$ cat config.mk
export PLATFORM = sky130hd
export DESIGN_NAME = lsu_sq
export DESIGN_NICKNAME = d
export VERILOG_FILES = /design/src/rtl/lsu_sq_pkg.sv /design/src/rtl/lsu_sq_lane_align.sv /design/src/rtl/lsu_sq.sv
export SDC_FILE = /design/constraint.sdc
export NUM_CORES = 2
export LEC_CHECK = 0
export CELL_PAD_IN_SITES_DETAIL_PLACEMENT = 0
export CELL_PAD_IN_SITES_GLOBAL_PLACEMENT = 1
export CORE_MARGIN = 4
export CORE_UTILIZATION = 50
export CTS_CLUSTER_SIZE = 20
export DETAILED_ROUTE_END_ITERATION = 16
export PLACE_DENSITY_LB_ADDON = 0.1
export REMOVE_ABC_BUFFERS = 1
export SYNTH_ARGS = -nofsm -noshare
export SYNTH_HDL_FRONTEND = slang
export SYNTH_SLANG_ARGS = --single-unit
$ cat constraint.sdc
create_clock -name clk -period 41 [get_ports clk]
set_input_delay 12.3 -clock clk [delete_from_list [all_inputs] [get_ports clk]]
set_output_delay 12.3 -clock clk [all_outputs]
set_load 0.1 [all_outputs]
$ cat src/rtl/lsu_sq_pkg.sv
// Store queue shared types: slot record, drain FSM states, store width codes.
// Latency: n/a (types only).
// Backpressure: n/a (types only).
package lsu_sq_pkg;

  // Slot field widths; lsu_sq parameters default to these and must stay in step.
  localparam int SQ_DATA_W = 32;
  localparam int SQ_ADDR_W = 32;
  localparam int SQ_TAG_W  = 6;

  // Store width encodings (bytes).
  localparam logic [3:0] SQ_W_BYTE = 4'd1;
  localparam logic [3:0] SQ_W_HALF = 4'd2;
  localparam logic [3:0] SQ_W_WORD = 4'd4;

  typedef enum logic {
    SQ_IDLE  = 1'b0,
    SQ_WRITE = 1'b1
  } sq_state_t;

  typedef struct packed {
    logic [SQ_ADDR_W-1:0] addr;
    logic [SQ_DATA_W-1:0] data;
    logic [3:0]           width;
    logic [SQ_TAG_W-1:0]  tag;
    logic                 valid;
    logic                 retired;
  } sq_slot_t;

endpackage

$ cat src/rtl/lsu_sq_lane_align.sv
// Lane aligner: byte address/width/right-justified data -> word address, lane data, byte enables.
// Latency: combinational.
// Backpressure: none (pure function).
// Ports: addr/width/data in; aligned_addr, lane_data, byte_en out.
module lsu_sq_lane_align #(
  parameter int DATA_WIDTH = 32,
  parameter int ADDR_WIDTH = 32
) (
  input  logic [ADDR_WIDTH-1:0]   addr,
  input  logic [3:0]              width,
  input  logic [DATA_WIDTH-1:0]   data,
  output logic [ADDR_WIDTH-1:0]   aligned_addr,
  output logic [DATA_WIDTH-1:0]   lane_data,
  output logic [DATA_WIDTH/8-1:0] byte_en
);
  localparam int BE_W  = DATA_WIDTH / 8;
  localparam int OFF_W = $clog2(BE_W);

  logic [OFF_W-1:0] off;
  logic [BE_W-1:0]  mask;

  assign off          = addr[OFF_W-1:0];
  assign aligned_addr = {addr[ADDR_WIDTH-1:OFF_W], {OFF_W{1'b0}}};

  // (1 << width) - 1, built bitwise so it never overflows BE_W.
  always_comb begin
    mask = '0;
    for (int i = 0; i < BE_W; i++) mask[i] = (i < int'(width));
  end

  // Word-crossing stores simply lose their upper bytes off the top.
  assign lane_data = data << {off, 3'b000};
  assign byte_en   = mask << off;

endmodule

$ cat src/rtl/lsu_sq.sv
// Store queue: holds stores in program order, drains ROB-retired ones in order to the D-cache, tells LQ.
// Latency: retire at cycle N -> o_mem_wr_valid at N+2; o_sq_retire_en the cycle after the handshake.
// Backpressure: write request held stable until i_mem_wr_ready; allocs dropped while o_full.
// Ports: alloc (tag/addr/data/width/en), ROB retire (tag/en), flush, D-cache write (addr/data/byte_en/valid/ready),
//        LQ broadcast (sq_retire addr/width/en), o_full.
// Config: LSU_SQ_B2B_DRAIN_EN lets a handshake roll straight into the next retired store (one store/cycle).
module lsu_sq
  import lsu_sq_pkg::*;
#(
  parameter int DATA_WIDTH = SQ_DATA_W,
  parameter int ADDR_WIDTH = SQ_ADDR_W,
  parameter int TAG_WIDTH  = SQ_TAG_W,
  parameter int SQ_DEPTH   = 8
) (
  input  logic                    clk,
  input  logic                    rst,
  input  logic                    i_flush,
  output logic                    o_full,
  input  logic [TAG_WIDTH-1:0]    i_alloc_tag,
  input  logic [ADDR_WIDTH-1:0]   i_alloc_addr,
  input  logic [DATA_WIDTH-1:0]   i_alloc_data,
  input  logic [3:0]              i_alloc_width,
  input  logic                    i_alloc_en,
  input  logic [TAG_WIDTH-1:0]    i_rob_retire_tag,
  input  logic                    i_rob_retire_en,
  output logic [ADDR_WIDTH-1:0]   o_mem_wr_addr,
  output logic [DATA_WIDTH-1:0]   o_mem_wr_data,
  output logic [DATA_WIDTH/8-1:0] o_mem_wr_byte_en,
  output logic                    o_mem_wr_valid,
  input  logic                    i_mem_wr_ready,
  output logic [ADDR_WIDTH-1:0]   o_sq_retire_addr,
  output logic [3:0]              o_sq_retire_width,
  output logic                    o_sq_retire_en
);
  localparam int PTR_W = $clog2(SQ_DEPTH);
  localparam int CNT_W = PTR_W + 1;
  localparam int BE_W  = DATA_WIDTH / 8;

  sq_slot_t         slots [SQ_DEPTH];
  logic [PTR_W-1:0] head, tail, ld_idx, tail_nxt;
  logic [CNT_W-1:0] count, retired_count, rc_nxt, count_nxt;
  sq_state_t        state, state_nxt;
  logic             load, pop, alloc_ok, ret_hit;
  logic [PTR_W-1:0] ret_idx;

  logic [ADDR_WIDTH-1:0] al_addr;
  logic [DATA_WIDTH-1:0] al_data;
  logic [BE_W-1:0]       al_be;

  assign o_full   = (count == CNT_W'(SQ_DEPTH));
  assign alloc_ok = i_alloc_en && !o_full && !i_flush;

  // Tags are unique among live stores; lowest index wins just to keep the search well defined.
  always_comb begin
    ret_hit = 1'b0;
    ret_idx = '0;
    for (int i = 0; i < SQ_DEPTH; i++) begin
      if (!ret_hit && i_rob_retire_en && slots[i].valid && !slots[i].retired &&
          slots[i].tag == i_rob_retire_tag) begin
        ret_hit = 1'b1;
        ret_idx = PTR_W'(i);
      end
    end
  end

  // Drain FSM: IDLE loads the head once retired; WRITE holds until the cache accepts.
`ifdef LSU_SQ_B2B_DRAIN_EN
  logic [PTR_W-1:0] head_p1;
  assign head_p1 = head + 1'b1;
`endif

  always_comb begin
    state_nxt = state;
    load      = 1'b0;
    pop       = 1'b0;
    ld_idx    = head;
    unique case (state)
      SQ_IDLE: begin
        if (slots[head].valid && slots[head].retired) begin
          state_nxt = SQ_WRITE;
          load      = 1'b1;
        end
      end
      SQ_WRITE: begin
        if (i_mem_wr_ready) begin
          pop       = 1'b1;
          state_nxt = SQ_IDLE;
`ifdef LSU_SQ_B2B_DRAIN_EN
          ld_idx = head_p1;
          if (slots[head_p1].valid && slots[head_p1].retired) begin
            state_nxt = SQ_WRITE;
            load      = 1'b1;
          end
`endif
        end
      end
      default: state_nxt = SQ_IDLE;
    endcase
  end

  lsu_sq_lane_align #(.DATA_WIDTH(DATA_WIDTH), .ADDR_WIDTH(ADDR_WIDTH)) u_align (
    .addr         (slots[ld_idx].addr),
    .width        (slots[ld_idx].width),
    .data         (slots[ld_idx].data),
    .aligned_addr (al_addr),
    .lane_data    (al_data),
    .byte_en      (al_be)
  );

  // Pop and retire are folded in before flush, so flush keeps exactly the surviving retired run.
  always_comb begin
    rc_nxt = retired_count + CNT_W'(ret_hit) - CNT_W'(pop);
    if (i_flush) begin
      tail_nxt  = (head + PTR_W'(pop)) + rc_nxt[PTR_W-1:0];
      count_nxt = rc_nxt;
    end else begin
      tail_nxt  = tail + PTR_W'(alloc_ok);
      count_nxt = count + CNT_W'(alloc_ok) - CNT_W'(pop);
    end
  end

  always_ff @(posedge clk or posedge rst) begin
    if (rst) begin
      state         <= SQ_IDLE;
      head          <= '0;
      tail          <= '0;
      count         <= '0;
      retired_count <= '0;
    end else begin
      state         <= state_nxt;
      head          <= head + PTR_W'(pop);
      tail          <= tail_nxt;
      count         <= count_nxt;
      retired_count <= rc_nxt;
    end
  end

  always_ff @(posedge clk or posedge rst) begin
    if (rst) begin
      for (int i = 0; i < SQ_DEPTH; i++) slots[i] <= '0;
    end else begin
      for (int i = 0; i < SQ_DEPTH; i++) begin
        if (i_flush && slots[i].valid && !slots[i].retired && !(ret_hit && ret_idx == PTR_W'(i)))
          slots[i].valid <= 1'b0;
      end
      if (ret_hit) slots[ret_idx].retired <= 1'b1;
      if (pop) begin
        slots[head].valid   <= 1'b0;
        slots[head].retired <= 1'b0;
      end
      if (alloc_ok)
        slots[tail] <= '{addr: i_alloc_addr, data: i_alloc_data, width: i_alloc_width,
                         tag: i_alloc_tag, valid: 1'b1, retired: 1'b0};
    end
  end

  always_ff @(posedge clk or posedge rst) begin
    if (rst) begin
      o_mem_wr_addr     <= '0;
      o_mem_wr_data     <= '0;
      o_mem_wr_byte_en  <= '0;
      o_mem_wr_valid    <= 1'b0;
      o_sq_retire_addr  <= '0;
      o_sq_retire_width <= '0;
      o_sq_retire_en    <= 1'b0;
    end else begin
      o_sq_retire_en <= pop;
      if (pop) begin
        o_sq_retire_addr  <= slots[head].addr;
        o_sq_retire_width <= slots[head].width;
      end
      if (load) begin
        o_mem_wr_addr    <= al_addr;
        o_mem_wr_data    <= al_data;
        o_mem_wr_byte_en <= al_be;
        o_mem_wr_valid   <= 1'b1;
      end else if (pop) begin
        o_mem_wr_valid <= 1'b0;
      end
    end
  end

endmodule

== After elaboration in Yosys (flattened, before gate mapping) ==
Cells that the tools add are included.
Cells by class
  add/sub/neg operators: 7
  magnitude comparators: 10
  equal/unequal tests: 16
  shifts and indexed selects: 2
  mux-type cells: 51
  bitwise operators: 4
  reduce and logical (&&, ||, !) cells: 96
Operator list (number)
  608-bit bitwise mux: 4
  608-bit two-way mux: 3
  76-bit demux with 3-bit select: 4
  76-bit binary-select mux with 3-bit select: 1
  76-bit two-way mux: 3
  1-bit logical AND: 69
  6-bit equality test: 8
  32-bit by 5-bit << shifter with 32-bit output: 1
  1-bit two-way mux: 26
  1-bit logical NOT: 25
  3-bit two-way mux: 7
  3-bit equality test (second input constant): 4
  4-bit >= comparator (second input constant): 3
  4-bit by 1-bit less-than comparator with 1-bit output (second input constant): 3
  3-bit NOT with 4-bit output: 3
  4-bit by 1-bit adder with 4-bit output: 2
  1-bit by 4-bit less-than comparator with 1-bit output (first input constant): 2
  2-bit by 4-bit less-than comparator with 1-bit output (first input constant): 2
  4-bit by 1-bit subtractor with 4-bit output: 2
  3-bit by 1-bit adder with 3-bit output: 2
  3-bit by 2-bit equality test with 1-bit output (second input constant): 2
  4-bit equality test (second input constant): 1
  4-bit two-way mux: 1
  4-bit by 2-bit << shifter with 4-bit output: 1
  other kinds (7): 7
Storage, ports and cells
  bits in registers: 727
  input bits: 86
  output and inout port bits: 107
  logic and storage cells: 246

== Depth between registers and ports, before layout ==
  word-level depth: 58
  gate-level depth with buffers: 14
  gate-level depth less buffers: 13

== Cells and area by module ==
Synthesis repeated with hierarchy kept, for this count alone.
Second synthesis, totals
  cell total of the unflattened synthesis: 2361
  area total of the unflattened synthesis: 32712.6 um^2
By module, submodules not included
  lsu_sq: instances 1, cells an instance 2250, area each 31784.2 um^2, sequential area each 18242.5 um^2
  lsu_sq_lane_align: instances 1, cells an instance 111, area each 928.4 um^2, sequential area each 0.0 um^2

== Worst setup path after synthesis ==
OpenSTA, ideal clock, no wires.
  path type: in2reg
  start: input port i_rob_retire_tag[2]
  end: register tail[1]
  library setup time: 0.125 ns
  arrival: 15.275 ns
  data required time: 40.875 ns
  slack: 25.600 ns
  stages on the path: 12
  buffers on the path: 1
  cell sequence: buf_2 > xnor2_1 > nand4b_1 > nor4_1 > nor4_1 > and4b_1 > ha_1 > inv_1 > ha_1 > fa_1 > fa_1 > mux2_2
Between the ends
  longest elaborated chain between the ends: 49
  elaborated cells between the ends (all ways): 56
  classes of those cells: add/sub (3); eq/ne (8); mux (9); reduce/logical (36)
Ends and longest elaborated chain
  from (decl): line lsu_sq.sv:24  | input logic [TAG_WIDTH-1:0] i_rob_retire_tag,
  6-bit equality test: line lsu_sq.sv:59  | slots[i].tag == i_rob_retire_tag) begin
  1-bit logical AND: line lsu_sq.sv:58  | if (!ret_hit && i_rob_retire_en && slots[i].valid && !slots[i].retired &&
  1-bit two-way mux: line lsu_sq.sv:58
  1-bit logical NOT: line lsu_sq.sv:58
  1-bit logical AND (4 in series): line lsu_sq.sv:58
  1-bit two-way mux: line lsu_sq.sv:58
  1-bit logical NOT: line lsu_sq.sv:58
  1-bit logical AND (4 in series): line lsu_sq.sv:58
  [26 not listed]
  1-bit logical AND (4 in series): line lsu_sq.sv:58
  1-bit two-way mux (*): line lsu_sq.sv:58
  4-bit by 1-bit adder with 4-bit output (*): line lsu_sq.sv:112  | rc_nxt = retired_count + CNT_W'(ret_hit) - CNT_W'(pop);
  4-bit by 1-bit subtractor with 4-bit output (*): line lsu_sq.sv:112
  via rc_nxt[1]: line lsu_sq.sv:41  | logic [CNT_W-1:0] count, retired_count, rc_nxt, count_nxt;
  3-bit adder (*): line lsu_sq.sv:114  | tail_nxt = (head + PTR_W'(pop)) + rc_nxt[PTR_W-1:0];
  3-bit two-way mux (*): line lsu_sq.sv:113  | if (i_flush) begin
  via tail_nxt[1]: line lsu_sq.sv:40  | logic [PTR_W-1:0] head, tail, ld_idx, tail_nxt;
  to (signal assigned): line lsu_sq.sv:132  | tail <= tail_nxt;
  to (decl): line lsu_sq.sv:40
Mark *: on every way through the listed nets, which the timed path passes. The rest lies on a longest branch.
A chain may end at the register's enable or synchronous reset.

== Worst setup path after layout ==
Same ends and word-level chain as after synthesis.

==> results_dict.tcl <==
set metrics [dict create \
    synthSimpleGateAreaFrac 0.03145 \
    finalSetupTns_ns 0 \
    skew_ns 0.02765 \
    coreArea_sq_um 63540 \
    power_mw 3.516 \
    ctsRootBufferMaster "clkbuf_16" \
    p_comb_frac 0.423 \
    grt_pass1_vias 20300 \
    clkPwrFrac 0.216 \
    cpMaxStageDelayCell "clkdlybuf4s50_1" \
    yosysMostFrequentCell "dfrtp_1" \
    ir_worst_vdd_mv 0.06253 \
    setup_ws_ns 25.28 \
    die_h_microns 262.4 \
    r2r_slack_ns 36.71 \
    setup_viol 0 \
    path_max_fanout 8 \
    synth_xor_area_frac 0.01543 \
    internal_power_mw 2.192 \
    drc 0 \
    dpl-instance-area_sq_um 34930 \
    grt_pass1_wl_mm 121.7 \
    syn_area_sq_um 32350 \
    ys_top_cells_by_count "dfrtp_1 (727), mux2_2 (608), nand2_1 (149)" \
    cp_cell_sequence "clkdlybuf4s50_1, xnor2_1, nand4b_1, nor4_1, nor4_1, and4b_1, ha_1, inv_1, ha_1, fa_1, fa_1, mux2_2" \
    viasPerCell 5.776 \
    startpoint_type "primary input" \
    synth-warning-count 0 \
    hpwl_mm 46.01 \
    slew_headroom 0.3041 \
    synth-edff-count 0 \
    max_stage_delay_ns 0.78 \
    rsz0062_at_grt "false" \
    fp.dieArea_sq_um 68830 \
    grt_max_degree 173 \
    required_ns 41.49 \
    syn_to_final_growth_pct 16.78 \
    row_count 92 \
    numCtsBuffers 80 \
    synth_largest_area_cell "dfrtp_1" \
    port-buffer-count 190 \
    startpoint "i_rob_retire_tag[2]" \
    min_period_over_period 0.3833 \
    p_per_area_nw_per_um2 93.08 \
    finalHoldViolations 0 \
    leakagePower_nw 16.37 \
    slew_viol_final 0 \
    period_needed_ns 15.72 \
    switchingPower_mw 1.324 \
    dp_slack_ns 24.65 \
    rr_startpoint "head[2]" \
    dr_total_vias 18810 \
    fin_cells 3256 \
    die_w_microns 262.4 \
    min_from "o_mem_wr_addr[22]" \
    dpl.cell_count 3105 \
    p_seq_frac 0.361 \
    synth_area_leaders "dfrtp_1 (56%), mux2_2 (21%), mux4_2 (9.3%)" \
    hold_path.class "flip-flop to flip-flop" \
    yosysTopAreaCellShare 0.5624 \
    seq_area_frac_synth 0.5624 \
    boundaryPins 193 \
    first_pass_iters 5 \
    htreeDepth 3 \
    end_kind "flip-flop" \
    max_slew.worst_pin.slew_ns 1.044 \
    worst-path-buf-inv 2 \
    grt_usage 0.2233 \
    hold_ws_ns 0.4727 \
    critical_path.top_delay_family "adder cells" \
    post_cts_buffers 0 \
    initial_core_util 0.5091 \
    outcome "complete, no violations" \
    drt_iter0_markers 1083 \
    layout-drive-gt1-share 0.3863 \
    fin_nets 2444 \
    synth_top_family_by_area "multiplexers" \
    synth.avg_cell_area_sq_um 14.85 \
    antenna_found_initial 7 \
    switching_share 0.3767 \
    cts.reportedPaths.clkPinSlew_ns 0.06 \
    arrival_ns 16.21 \
    ant_nets 0 \
    postLayoutCoreUtil 0.5945 \
    fmax_ghz 0.06363 \
    synth_compound_area_frac 0.03044 \
    cts_sinks 727 \
    wl_per_cell_microns 23.65 \
    synthCells 2179 \
    ctsResizeCount 0 \
    routabilityCongestion 0.7802 \
    ys_ff_latch 727 \
    cts_buffer_depth 3 \
    stdcell_area_sq_um 37780 \
    ys.flop_type "dfrtp_1" \
    synthAdderAreaFrac 0.007581 \
    synthArstFlopShare 1.000 \
    holdBufCountCts 0 \
    cts_tree "yes" \
    insertion_delay_ns 0.61 \
    max-cap-violations 0 \
    synthMuxAreaShare 0.3278 \
    wl_mm 77.01 \
    path_class "primary input to flip-flop" \
    yosys.cell_types.count 53 \
    overflow 0 \
]
## cell families after synthesis
family | Yosys count
XOR/XNOR | 57
AND/OR/NAND/NOR | 227
other | 1
AO/OA/AOI/OAI | 170
multiplexers | 814
buffers and inverters | 165
flip-flops | 727
adder cells (fa/ha/maj) | 18
## flip-flops by register name (all words and copies together), names as in the netlist
register / count
slots: 608
o_mem_wr_data: 32
o_sq_retire_addr: 32
o_mem_wr_addr: 30
count: 4
o_mem_wr_byte_en: 4
o_sq_retire_width: 4
retired_count: 4
head: 3
tail: 3
o_mem_wr_valid: 1
o_sq_retire_en: 1
state: 1
## layout make-up
| class | count | area [sq um] |
|---|---|---|
| Fill cell | 4945 | 25760 |
| Sequential cell | 727 | 18200 |
| Multi-Input combinational cell | 1288 | 13420 |
| Clock buffer | 118 | 2451 |
| Timing Repair Buffer | 223 | 2162 |
| Tap cell | 846 | 1059 |
| Clock inverter | 28 | 379.1 |
| Inverter | 21 | 87.58 |
| Antenna cell | 5 | 12.51 |
## metal layers
layer  track usage  vias to the layer above  share of wire
met5             0                        -        0.00017
met4       0.04834                        2          0.013
met3       0.03511                       81          0.036
met2        0.3739                      310           0.50
met1        0.3133                    10150           0.45
li1              -                     8270              -
## worst reg2reg max path: stages, from the launching register on
cell      delay (ns)
dfrtp_4         1.07
buf_4           0.67
mux4_2          0.60
mux2i_4         0.14
buf_4           0.45
nand2b_1        0.52
o21ai_0         0.56
mux2_2          0.24
## power groups by stage
stage / clock network, mW / logic, mW / registers (mW)
2_1_floorplan: 0 / 0.879 / 1.53
3_3_place_gp: 0 / 1.47 / 1.26
3_5_place_dp: 0 / 1.50 / 1.28
4_1_cts: 0.777 / 1.51 / 1.27
5_1_grt: 0.809 / 1.60 / 1.31
6_report: 0.760 / 1.49 / 1.27
## final timing paths
check	to	depth (start not counted)
max	tail[1]	12
min	o_mem_wr_addr[22]	2
min in group asynchronous	o_sq_retire_addr[17]	2
min reg2reg	o_mem_wr_addr[22]	2
max in group asynchronous	slots[418]	5
max reg2reg	o_mem_wr_data[17]	7
## cells in the final DEF (no fill, tap or decap), types with 10 or more instances in the layout
master and count:
clkbuf_8 20, clkbuf_1 13, mux4_2 134, buf_4 32, o211ai_1 10, xnor2_1 39, nor2_1 18, nand3_1 13
dfrtp_1 724, o21ai_0 91, nand2_1 147, a21oi_1 15, clkinv_2 16, ha_1 14, o21ai_1 17, inv_1 18
clkdlybuf4s50_1 190, clkbuf_16 85, xor2_1 18, mux2i_1 65, mux2_2 608
Power figures use the tool's default switching activity.
